===== config.mk =====
export PLATFORM = sky130hd
export DESIGN_NAME = keypad_scan_ctrl
export DESIGN_NICKNAME = d
export VERILOG_FILES = /design/src/rtl/keypad_pkg.sv /design/src/rtl/kp_event_fifo.sv /design/src/rtl/keypad_scan_ctrl.sv
export SDC_FILE = /design/constraint.sdc
export NUM_CORES = 1
export LEC_CHECK = 0
export ABC_AREA = 1
export CAP_MARGIN = 0
export CORE_MARGIN = 2
export CORE_UTILIZATION = 54
export CTS_CLUSTER_SIZE = 30
export DETAILED_ROUTE_END_ITERATION = 12
export PLACE_DENSITY = 0.77
export REMOVE_ABC_BUFFERS = 1
export SYNTH_ARGS = -nofsm -noshare
export SYNTH_HDL_FRONTEND = slang
export SYNTH_HIERARCHICAL = 1
export SYNTH_SLANG_ARGS = --single-unit

===== constraint.sdc =====
create_clock -name clk -period 2.57 [get_ports clk]
set_input_delay 0.514 -clock clk [delete_from_list [all_inputs] [get_ports clk]]
set_output_delay 0.514 -clock clk [all_outputs]
set_load 0.1 [all_outputs]

===== src/rtl/keypad_pkg.sv =====
// Shared types and helpers for the keypad scanner: FSM states, the event record
// layout and the key-code width rule used to size event codes.
package keypad_pkg;

    typedef enum logic [1:0] {
        SCAN    = 2'd0,
        COMPARE = 2'd1,
        EMIT    = 2'd2
    } kp_state_t;

    localparam int KP_DEF_ROWS = 4;
    localparam int KP_DEF_COLS = 4;

    // Bits needed for a key code 0..rows*cols-1, never less than one.
    function automatic int kp_code_width(input int rows, input int cols);
        int n;
        int w;
        n = rows * cols;
        w = 0;
        for (int i = 0; i < 31; i++) begin
            if ((32'sd1 <<< i) < n) begin
                w = i + 1;
            end
        end
        if (w < 1) begin
            w = 1;
        end
        return w;
    endfunction

    localparam int KP_DEF_KW = kp_code_width(KP_DEF_ROWS, KP_DEF_COLS);

    typedef struct packed {
        logic                 press;
        logic [KP_DEF_KW-1:0] code;
    } kp_event_t;

endpackage


===== src/rtl/kp_event_fifo.sv =====
// Synchronous FIFO for key events. A push while full is ignored here; the
// caller detects that case and records the loss.
module kp_event_fifo #(
    parameter int WIDTH = 8,
    parameter int DEPTH = 8
) (
    input  logic             clk,
    input  logic             nrst,
    input  logic             push,
    input  logic [WIDTH-1:0] push_data,
    input  logic             pop,
    output logic [WIDTH-1:0] pop_data,
    output logic             full,
    output logic             empty
);

    localparam int AW = $clog2(DEPTH);

    logic [WIDTH-1:0] r_mem [DEPTH];
    logic [AW-1:0]    r_wr_ptr;
    logic [AW-1:0]    r_rd_ptr;
    logic [AW:0]      r_count;
    logic             w_do_push;
    logic             w_do_pop;

    assign full      = (r_count == (AW+1)'(DEPTH));
    assign empty     = (r_count == {(AW+1){1'b0}});
    assign w_do_push = push && !full;
    assign w_do_pop  = pop && !empty;
    assign pop_data  = r_mem[r_rd_ptr];

    // Storage array; contents are don't-care while the slot is unoccupied.
    always_ff @(posedge clk) begin
        if (w_do_push) begin
            r_mem[r_wr_ptr] <= push_data;
        end
    end

    // Pointers and occupancy.
    always_ff @(posedge clk) begin
        if (!nrst) begin
            r_wr_ptr <= {AW{1'b0}};
            r_rd_ptr <= {AW{1'b0}};
            r_count  <= {(AW+1){1'b0}};
        end else begin
            if (w_do_push) begin
                r_wr_ptr <= r_wr_ptr + 1'b1;
            end
            if (w_do_pop) begin
                r_rd_ptr <= r_rd_ptr + 1'b1;
            end
            case ({w_do_push, w_do_pop})
                2'b10:   r_count <= r_count + 1'b1;
                2'b01:   r_count <= r_count - 1'b1;
                default: r_count <= r_count;
            endcase
        end
    end

endmodule


===== src/rtl/keypad_scan_ctrl.sv =====
// ROWS x COLS keypad scanner: drives one column low at a time, debounces whole
// frames, and reports press/release events through a small FIFO.
module keypad_scan_ctrl
    import keypad_pkg::*;
#(
    parameter int ROWS       = KP_DEF_ROWS,
    parameter int COLS       = KP_DEF_COLS,
    parameter int SCAN_DIV   = 540000,
    parameter int DEB_FRAMES = 2,
    parameter int FIFO_DEPTH = 8,
    localparam int NK        = ROWS * COLS,
    localparam int KW        = kp_code_width(ROWS, COLS)
) (
    input  logic            clk,
    input  logic            nrst,
    input  logic [ROWS-1:0] row,
    output logic [COLS-1:0] col,
    output logic            ev_valid,
    input  logic            ev_ready,
    output logic [KW-1:0]   ev_code,
    output logic            ev_press,
    output logic [NK-1:0]   key_map,
    output logic            any_key,
    output logic            frame_tc,
    output logic            overflow
);

    localparam int DIV_W  = $clog2(SCAN_DIV);
    localparam int CIDX_W = $clog2(COLS);
    localparam int ST_W   = $clog2(DEB_FRAMES + 1);

    kp_state_t         r_state;
    logic [ROWS-1:0]   r_row_s1;
    logic [ROWS-1:0]   r_row_s2;
    logic [DIV_W-1:0]  r_div_cnt;
    logic [CIDX_W-1:0] r_col_idx;
    logic [COLS-1:0]   r_col;
    logic [NK-1:0]     r_raw;
    logic [NK-1:0]     r_prev;
    logic [NK-1:0]     r_diff;
    logic [NK-1:0]     r_key_map;
    logic              r_any_key;
    logic [ST_W-1:0]   r_stable_cnt;
    logic [KW-1:0]     r_k;
    logic              r_frame_tc;
    logic              r_overflow;

    logic [ROWS-1:0]   w_row_pressed;
    logic [NK-1:0]     w_raw_next;
    logic [CIDX_W-1:0] w_col_idx_next;
    logic [COLS-1:0]   w_col_next;
    logic [ST_W-1:0]   w_stable_next;
    logic              w_push;
    logic [KW:0]       w_push_data;
    logic [KW:0]       w_pop_data;
    logic              w_fifo_full;
    logic              w_fifo_empty;

    assign w_row_pressed = ~r_row_s2;

    // Two-flop synchronizer; idle rows read high through the board pull-ups.
    always_ff @(posedge clk) begin
        if (!nrst) begin
            r_row_s1 <= {ROWS{1'b1}};
            r_row_s2 <= {ROWS{1'b1}};
        end else begin
            r_row_s1 <= row;
            r_row_s2 <= r_row_s1;
        end
    end

    // Raw frame with the current column's pressed rows merged in.
    always_comb begin
        w_raw_next = r_raw;
        for (int r = 0; r < ROWS; r++) begin
            for (int c = 0; c < COLS; c++) begin
                if (r_col_idx == CIDX_W'(c)) begin
                    w_raw_next[r*COLS + c] = w_row_pressed[r];
                end else begin
                    w_raw_next[r*COLS + c] = r_raw[r*COLS + c];
                end
            end
        end
    end

    // Next column index and its one-cold drive pattern.
    always_comb begin
        if (r_col_idx == CIDX_W'(COLS - 1)) begin
            w_col_idx_next = {CIDX_W{1'b0}};
        end else begin
            w_col_idx_next = r_col_idx + 1'b1;
        end
        w_col_next = ~(COLS'(1) << w_col_idx_next);
    end

    // Consecutive-identical-frame counter, saturating at the debounce target.
    always_comb begin
        if (r_raw == r_prev) begin
            if (r_stable_cnt == ST_W'(DEB_FRAMES)) begin
                w_stable_next = r_stable_cnt;
            end else begin
                w_stable_next = r_stable_cnt + 1'b1;
            end
        end else begin
            w_stable_next = ST_W'(1);
        end
    end

    assign w_push      = (r_state == EMIT) && r_diff[r_k];
    assign w_push_data = {r_key_map[r_k], r_k};

    // Scan / debounce / emit sequencer; divider and column freeze outside SCAN.
    always_ff @(posedge clk) begin
        if (!nrst) begin
            r_state      <= SCAN;
            r_div_cnt    <= {DIV_W{1'b0}};
            r_col_idx    <= {CIDX_W{1'b0}};
            r_col        <= ~COLS'(1);
            r_raw        <= {NK{1'b0}};
            r_prev       <= {NK{1'b0}};
            r_diff       <= {NK{1'b0}};
            r_key_map    <= {NK{1'b0}};
            r_any_key    <= 1'b0;
            r_stable_cnt <= {ST_W{1'b0}};
            r_k          <= {KW{1'b0}};
            r_frame_tc   <= 1'b0;
            r_overflow   <= 1'b0;
        end else begin
            r_frame_tc <= 1'b0;
            if (w_push && w_fifo_full) begin
                r_overflow <= 1'b1;
            end
            case (r_state)
                SCAN: begin
                    if (r_div_cnt == DIV_W'(SCAN_DIV - 1)) begin
                        r_div_cnt <= {DIV_W{1'b0}};
                        r_raw     <= w_raw_next;
                        r_col_idx <= w_col_idx_next;
                        r_col     <= w_col_next;
                        if (r_col_idx == CIDX_W'(COLS - 1)) begin
                            r_frame_tc <= 1'b1;
                            r_state    <= COMPARE;
                        end else begin
                            r_state <= SCAN;
                        end
                    end else begin
                        r_div_cnt <= r_div_cnt + 1'b1;
                    end
                end
                COMPARE: begin
                    r_stable_cnt <= w_stable_next;
                    r_prev       <= r_raw;
                    if ((w_stable_next == ST_W'(DEB_FRAMES)) && (r_raw != r_key_map)) begin
                        r_diff    <= r_raw ^ r_key_map;
                        r_key_map <= r_raw;
                        r_any_key <= |r_raw;
                        r_k       <= {KW{1'b0}};
                        r_state   <= EMIT;
                    end else begin
                        r_state <= SCAN;
                    end
                end
                EMIT: begin
                    if (r_k == KW'(NK - 1)) begin
                        r_state <= SCAN;
                    end else begin
                        r_k <= r_k + 1'b1;
                    end
                end
                default: begin
                    r_state <= SCAN;
                end
            endcase
        end
    end

    kp_event_fifo #(
        .WIDTH (KW + 1),
        .DEPTH (FIFO_DEPTH)
    ) u_fifo (
        .clk       (clk),
        .nrst      (nrst),
        .push      (w_push),
        .push_data (w_push_data),
        .pop       (ev_ready),
        .pop_data  (w_pop_data),
        .full      (w_fifo_full),
        .empty     (w_fifo_empty)
    );

    assign col      = r_col;
    assign ev_valid = !w_fifo_empty;
    assign ev_press = w_pop_data[KW];
    assign ev_code  = w_pop_data[KW-1:0];
    assign key_map  = r_key_map;
    assign any_key  = r_any_key;
    assign frame_tc = r_frame_tc;
    assign overflow = r_overflow;

endmodule


* After elaboration in Yosys (flattened, before gate mapping)
Memories as Yosys holds them, arrays and structs flattened. A register that Yosys moved wholly into a read port is not among the register bits.
Index checks and enable logic that the tools add are counted.
** Operators by class
- Eq/ne operators :: 18
- Reduce and logical (&&, ||, !) cells :: 22
- Bitwise gates (word level) :: 3
- $lt $le $gt $ge :: 1
- Shift-type cells :: 1
- Multiplexer cells :: 22
- Add/subtract/negate cells :: 8
** Operators by type and width (number)
- $add 20x1->20 const B :: 1
- $eq 20x20->1 const B :: 1
- $mux 20 :: 1
- $reduce_and 3->1 :: 6
- $eq 16x16->1 :: 1
- $ne 16x16->1 :: 1
- $pmux 4 s2 :: 2
- $reduce_or 16->1 :: 1
- $xor 16x16->16 :: 1
- $eq 2x2->1 const B :: 6
- $mux 2 :: 6
- $add 4x1->4 const B :: 2
- $bmux 1 s4 :: 2
- $eq 4x4->1 const B :: 2
- $mux 4 :: 2
- $not 4->4 :: 2
- $add 3x1->3 const B :: 2
- $eq 2x1->1 const B :: 3
- $mux 1 :: 6
- $mux 3 :: 2
- $ne 2x2->1 const B :: 3
- $pmux 2 s3 :: 1
- $reduce_and 2->1 :: 3
- $logic_and 1x1->1 :: 5
- other kinds (9) :: 13
** Storage, ports and cells
- RAM bits :: 40
- Logic and storage cells :: 97
- Output and inout bits :: 29
- Memories :: 1
- Flip-flop bits (word level) :: 119
- Input bits :: 7
** Memories
- u_fifo.r_mem :: depth 8, bits a word 5, read ports 1, clocked after Yosys merged registers in 1, wr ports 1, RTL line kp_event_fifo.sv:19 : logic [WIDTH-1:0] r_mem [DEPTH];

* Logic depth before layout (Yosys ltp)
- Depth after elaboration :: 7
- Depth in mapped cells :: 20
- Mapped depth without buffers :: 19

* By module
The synthesis kept the hierarchy.
** By module, submodules not included
- keypad_scan_ctrl :: instances 1, cells an instance 744, area an instance 5311.3 um2
- kp_event_fifo :: instances 1, cells an instance 209, area an instance 2265.9 um2

* Worst setup path before layout
Ideal clock, no wire load.
- Path type :: register to register
- Start :: register r_k[0]
- End :: register u_fifo.r_count[2]
- Setup slack :: -118 ps
- Cell stages (with the launch flop) :: 19
- Library setup time :: 115 ps
- Arrival time :: 2573 ps
- Path buffers :: 1
- Period minus slack after synthesis :: 2688 ps
- Data required time :: 2455 ps
- Cells stage by stage :: dfxtp_1 buf_2 clkinv_1 a21oi_1 o21ai_0 nand2_1 nand3_1 nand2_1 inv_1 a21oi_1 nand2_4 ha_1 nor2_2 nor2_4 ha_1 a21oi_1 xnor2_1 o21ai_0 inv_1
** On the way
- Word-level cells in the longest chain between the ends :: 6
** Ends and longest elaborated chain
- from (decl) :: RTL line keypad_scan_ctrl.sv:44 : logic [KW-1:0] r_k;
- from (signal assigned) :: RTL line keypad_scan_ctrl.sv:125 : r_k <= {KW{1'b0}};
- from (signal assigned) :: RTL line keypad_scan_ctrl.sv:157 : r_k <= {KW{1'b0}};
- from (signal assigned) :: RTL line keypad_scan_ctrl.sv:167 : r_k <= r_k + 1'b1;
- $bmux 1 s4 * :: RTL line keypad_scan_ctrl.sv:109 : assign w_push = (r_state == EMIT) && r_diff[r_k];
- $mux 1 (implied by the code) * :: RTL line keypad_scan_ctrl.sv:109
- $logic_and 1x1->1 * :: RTL line keypad_scan_ctrl.sv:109
- via w_push :: RTL line keypad_scan_ctrl.sv:53 : logic w_push;
- $logic_and 1x1->1 * :: RTL line kp_event_fifo.sv:28 : assign w_do_push = push && !full;
- $eq 2x1->1 or $eq 2x2->1 (tied branches) :: RTL line kp_event_fifo.sv:52 : case ({w_do_push, w_do_pop})
- $pmux 4 s2 or $reduce_bool 2->1 (tied branches)
- to (signal assigned) :: RTL line kp_event_fifo.sv:53 : 2'b10: r_count <= r_count + 1'b1;
- to (signal assigned) :: RTL line kp_event_fifo.sv:54 : 2'b01: r_count <= r_count - 1'b1;
- to (signal assigned) :: RTL line kp_event_fifo.sv:55 : default: r_count <= r_count;
- to (decl) :: RTL line kp_event_fifo.sv:22 : logic [AW:0] r_count;
Mark *: on every way through the listed nets, which the timed path passes. The rest lies on a longest branch. The select of a mux whose other input is x is not followed.
A chain may end at the register's enable or synchronous reset.

==> results.sh <==
export IMPL_fin_worst_skew_ps=7.476
export IMPL_synth_edff_count=40
export IMPL_ys_seq_elements=162
export IMPL_route_detailed_drc=0
export IMPL_vdd_drop_max_mv=0.4657
export IMPL_start_util_pct=55.01
export IMPL_clock_path_buffers=2
export IMPL_yosysUniqueCellTypes=43
export IMPL_ys_flop_type="dfxtp_1"
export IMPL_numCtsBuffers=17
export IMPL_critPathKind="register to output port"
export IMPL_synth_common_cells="182 x nand2_1, 133 x nor2_1, 122 x dfxtp_1"
export IMPL_min_from="nrst"
export IMPL_holdPathStages=2
export IMPL_setup_violations_final=0
export IMPL_design_core_area_um2=13770
export IMPL_required_ps=2060
export IMPL_fp_dieW_um=122.5
export IMPL_ctsHtreeMaxLevel=4
export IMPL_overflow=0
export IMPL_vias=6308
export IMPL_crit_path_max_incr_delay_ps=420
export IMPL_drive_gt1_share_pct=15.10
export IMPL_grt_max_degree=60
export IMPL_path_clk_slew_ps=60
export IMPL_worstPathArrival_ps=1910
export IMPL_netlist_area_leader_share_pct=32.23
export IMPL_routedWlPerCell_um=14.14
export IMPL_holdCritPathClass="primary input to register"
export IMPL_holdPathEnd="col[1]$_SDFFE_PN1P_"
export IMPL_gp_congestion=0.8556
export IMPL_place_port_buffers=35
export IMPL_hold_violations=0
export IMPL_dp_hpwl_mm=11.59
export IMPL_area_growth_pct=16.28
export IMPL_io_pins=36
export IMPL_cap_violations=0
export IMPL_clock_sinks=162
export IMPL_async_flop_share_pct=0
export IMPL_fmax_mhz=412.0
export IMPL_synth_area_leaders="dfxtp_1 32%, edfxtp_1 16%, nand2_1 9.0%"
export IMPL_die_h_um=122.5
export IMPL_relSlewSlack_pct=48.07
export IMPL_r2r_start="r_k[1]$_SDFFE_PN0P_"
export IMPL_synth_most_common_cell="nand2_1"
export IMPL_cts_tree="yes"
export IMPL_layout_min_cycle_time_ps=2427
export IMPL_timing_final_crit_share_pct=94.44
export IMPL_grt_first_pass_wirelength_mm=27.69
export IMPL_post_dp_cell_area_um2=8065
export IMPL_worst_r2r_path_depth=18
export IMPL_fp_row_count=43
export IMPL_crit_path_end_kind="output port"
export IMPL_status="finished, final reports clean"
export IMPL_cts_root_buf="clkbuf_16"
export IMPL_cp_start_kind="register"
export IMPL_power_leakage_nw=3.548
export IMPL_clkLatencyLatePin_ps=420
export IMPL_synth_area_per_cell_um2=7.951
export IMPL_synth_warnings=6
export IMPL_powerDensity_nw_per_um2=794.5
export IMPL_netlist_area_um2=7577
export IMPL_final_core_util_pct=63.97
export IMPL_r2r_setup_slack_ps=210
export IMPL_final_area_um2=8811
export IMPL_critical_path_max_fanout=8
export IMPL_wl_mm=16.87
export IMPL_crit_top_cell="nand2_1"
export IMPL_nFillCells=1168
export IMPL_avgViaCountPerCell=5.288
export IMPL_rsz0062_at_grt="yes"
export IMPL_rr_endpoint="u_fifo/r_count[2]$_SDFFE_PN0P_"
export IMPL_drtPass1Iterations=7
export IMPL_grt_antenna_before_repair=0
export IMPL_yosysTopAreaCell="dfxtp_1"
export IMPL_crit_slowest_cell="dfxtp_2"
export IMPL_detail_route_iter0_violations=502
export IMPL_grt_pass1_vias=5796
export IMPL_finalMaxSlewViolations=0
export IMPL_antennaDiodeCount=0
export IMPL_worstPathCellList="clkinvlp_4, buf_2, buf_4, nor2_1, o22ai_1, nand2_1, nand2_1, buf_12"
export IMPL_synth_cells=953
export IMPL_worst_pin_slew_ps=778.1
export IMPL_ys_seq_area_share_pct=48.08
export IMPL_die_area_um2=15000
export IMPL_grt_usage_pct=23.58
export IMPL_finalNetCount=1023
export IMPL_ant_nets=0
how the worst max path moves through the flow:
| stage | to | slack, ps | depth (start not counted) |
|---|---|---|---|
| 3_5_place_dp | u_fifo/r_count[2]$_SDFFE_PN0P_ | -4 | 17 |
| 2_1_floorplan | u_fifo/r_count[2]$_SDFFE_PN0P_ | -510 | 17 |
| 3_3_place_gp | u_fifo/r_count[2]$_SDFFE_PN0P_ | 40 | 17 |
| 6_report | ev_code[0] | 140 | 8 |
| 4_1_cts | u_fifo/r_count[2]$_SDFFE_PN0P_ | 30 | 17 |
| 5_1_grt | u_fifo/r_count[2]$_SDFFE_PN0P_ | -40 | 18 |
kinds of logic (layout without fill, tap and decap cells):
logic type	Yosys count	after routing	share of synthesized area [%]
adders and majority gates	16	16	2.642
muxes	5	5	0.6605
AOI/OAI and AO/OA	176	176	12.37
DFF	162	162	48.08
buffers and inverters	142	202	8.157
and+or+nand+nor	428	428	25.31
xor gates and xnor gates	24	24	2.774
flip-flops by register name (all words and copies together) (netlist names), 3 cells and up, named ones only:
register and flops:
r_div_cnt 20, key_map 16, r_prev 16, r_diff 16, r_row_s1 4, r_raw 16
u_fifo/r_mem 40, r_k 4, u_fifo/r_rd_ptr 3, u_fifo/r_count 4, u_fifo/r_wr_ptr 3, col 4
r_row_s2 4
where the power goes:
part           switching (W)  internal, W  total [W]  leakage, nW
sequential          0.000122      0.00267    0.00279         1.28
clock                0.00102      0.00173    0.00275        0.321
combinational       0.000945     0.000509    0.00145         1.94
layout by cell type, fill, tap and decap left out, types with 16 or more instances in the layout:
| cell | count |
|---|---|
| o21ai_0 | 66 |
| nor3_1 | 16 |
| dfxtp_1 | 120 |
| clkbuf_16 | 19 |
| nor2_2 | 17 |
| buf_4 | 46 |
| inv_1 | 100 |
| a21oi_1 | 67 |
| nand3_1 | 26 |
| nor2_1 | 133 |
| nand2_1 | 182 |
| edfxtp_1 | 40 |
timing repair:
item | in CTS | in global routing
hold buffers | 0 | 0
endpoints found under the hold margin | 0 | 0
buffers inserted | 0 | 7
pin swaps | 0 | 2
resized for setup | 1 | 10
setup endpoints to repair | 1 | 21
cell type report:
cell class,count,area (um^2),share of cell area (%)
sequential,162,3646,41.38
multi-input combinational,649,3341,37.92
clock buffer,23,520.5,5.907
timing repair buffer,58,505.5,5.737
inverter,112,435.4,4.942
tap,180,225.2,2.556
clock inverter,9,137.6,1.562
stage by stage:
step	std cells	power, W	hold WS (ps)	setup TNS (ps)	setup slack, ps
CTS	1186	0.006937	374.0	0	32.78
finish	1193	0.007000	381.0	0	142.9
global placement	1154	0.004164	394.9	0	37.97
detailed placement	1154	0.004199	399.4	-4.295	-4.295
global route	1193	0.007266	396.2	-41.95	-41.95
floorplan	923	0.003787	392.5	-7115	-507.0
routing by layer:
| metal | wire length (um) | vias up | share of wire (%) | GRT usage, % |
|---|---|---|---|---|
| met3 | 805 | 29 | 4.8 | 4.879 |
| met5 | 0 | - | 0 | 0 |
| met1 | 7517 | 2910 | 45 | 30.10 |
| met2 | 8228 | 166 | 49 | 39.31 |
| li1 | - | 3203 | - | - |
| met4 | 322 | 0 | 1.9 | 9.052 |
critical path, delay by kind of cell (launching register included):
family | cells | cell delay, ps
buf+inv | 4 | 720
flops | 1 | 420
simple gates | 3 | 240
compound gates | 1 | 100
(Power assumes the default switching activity.)
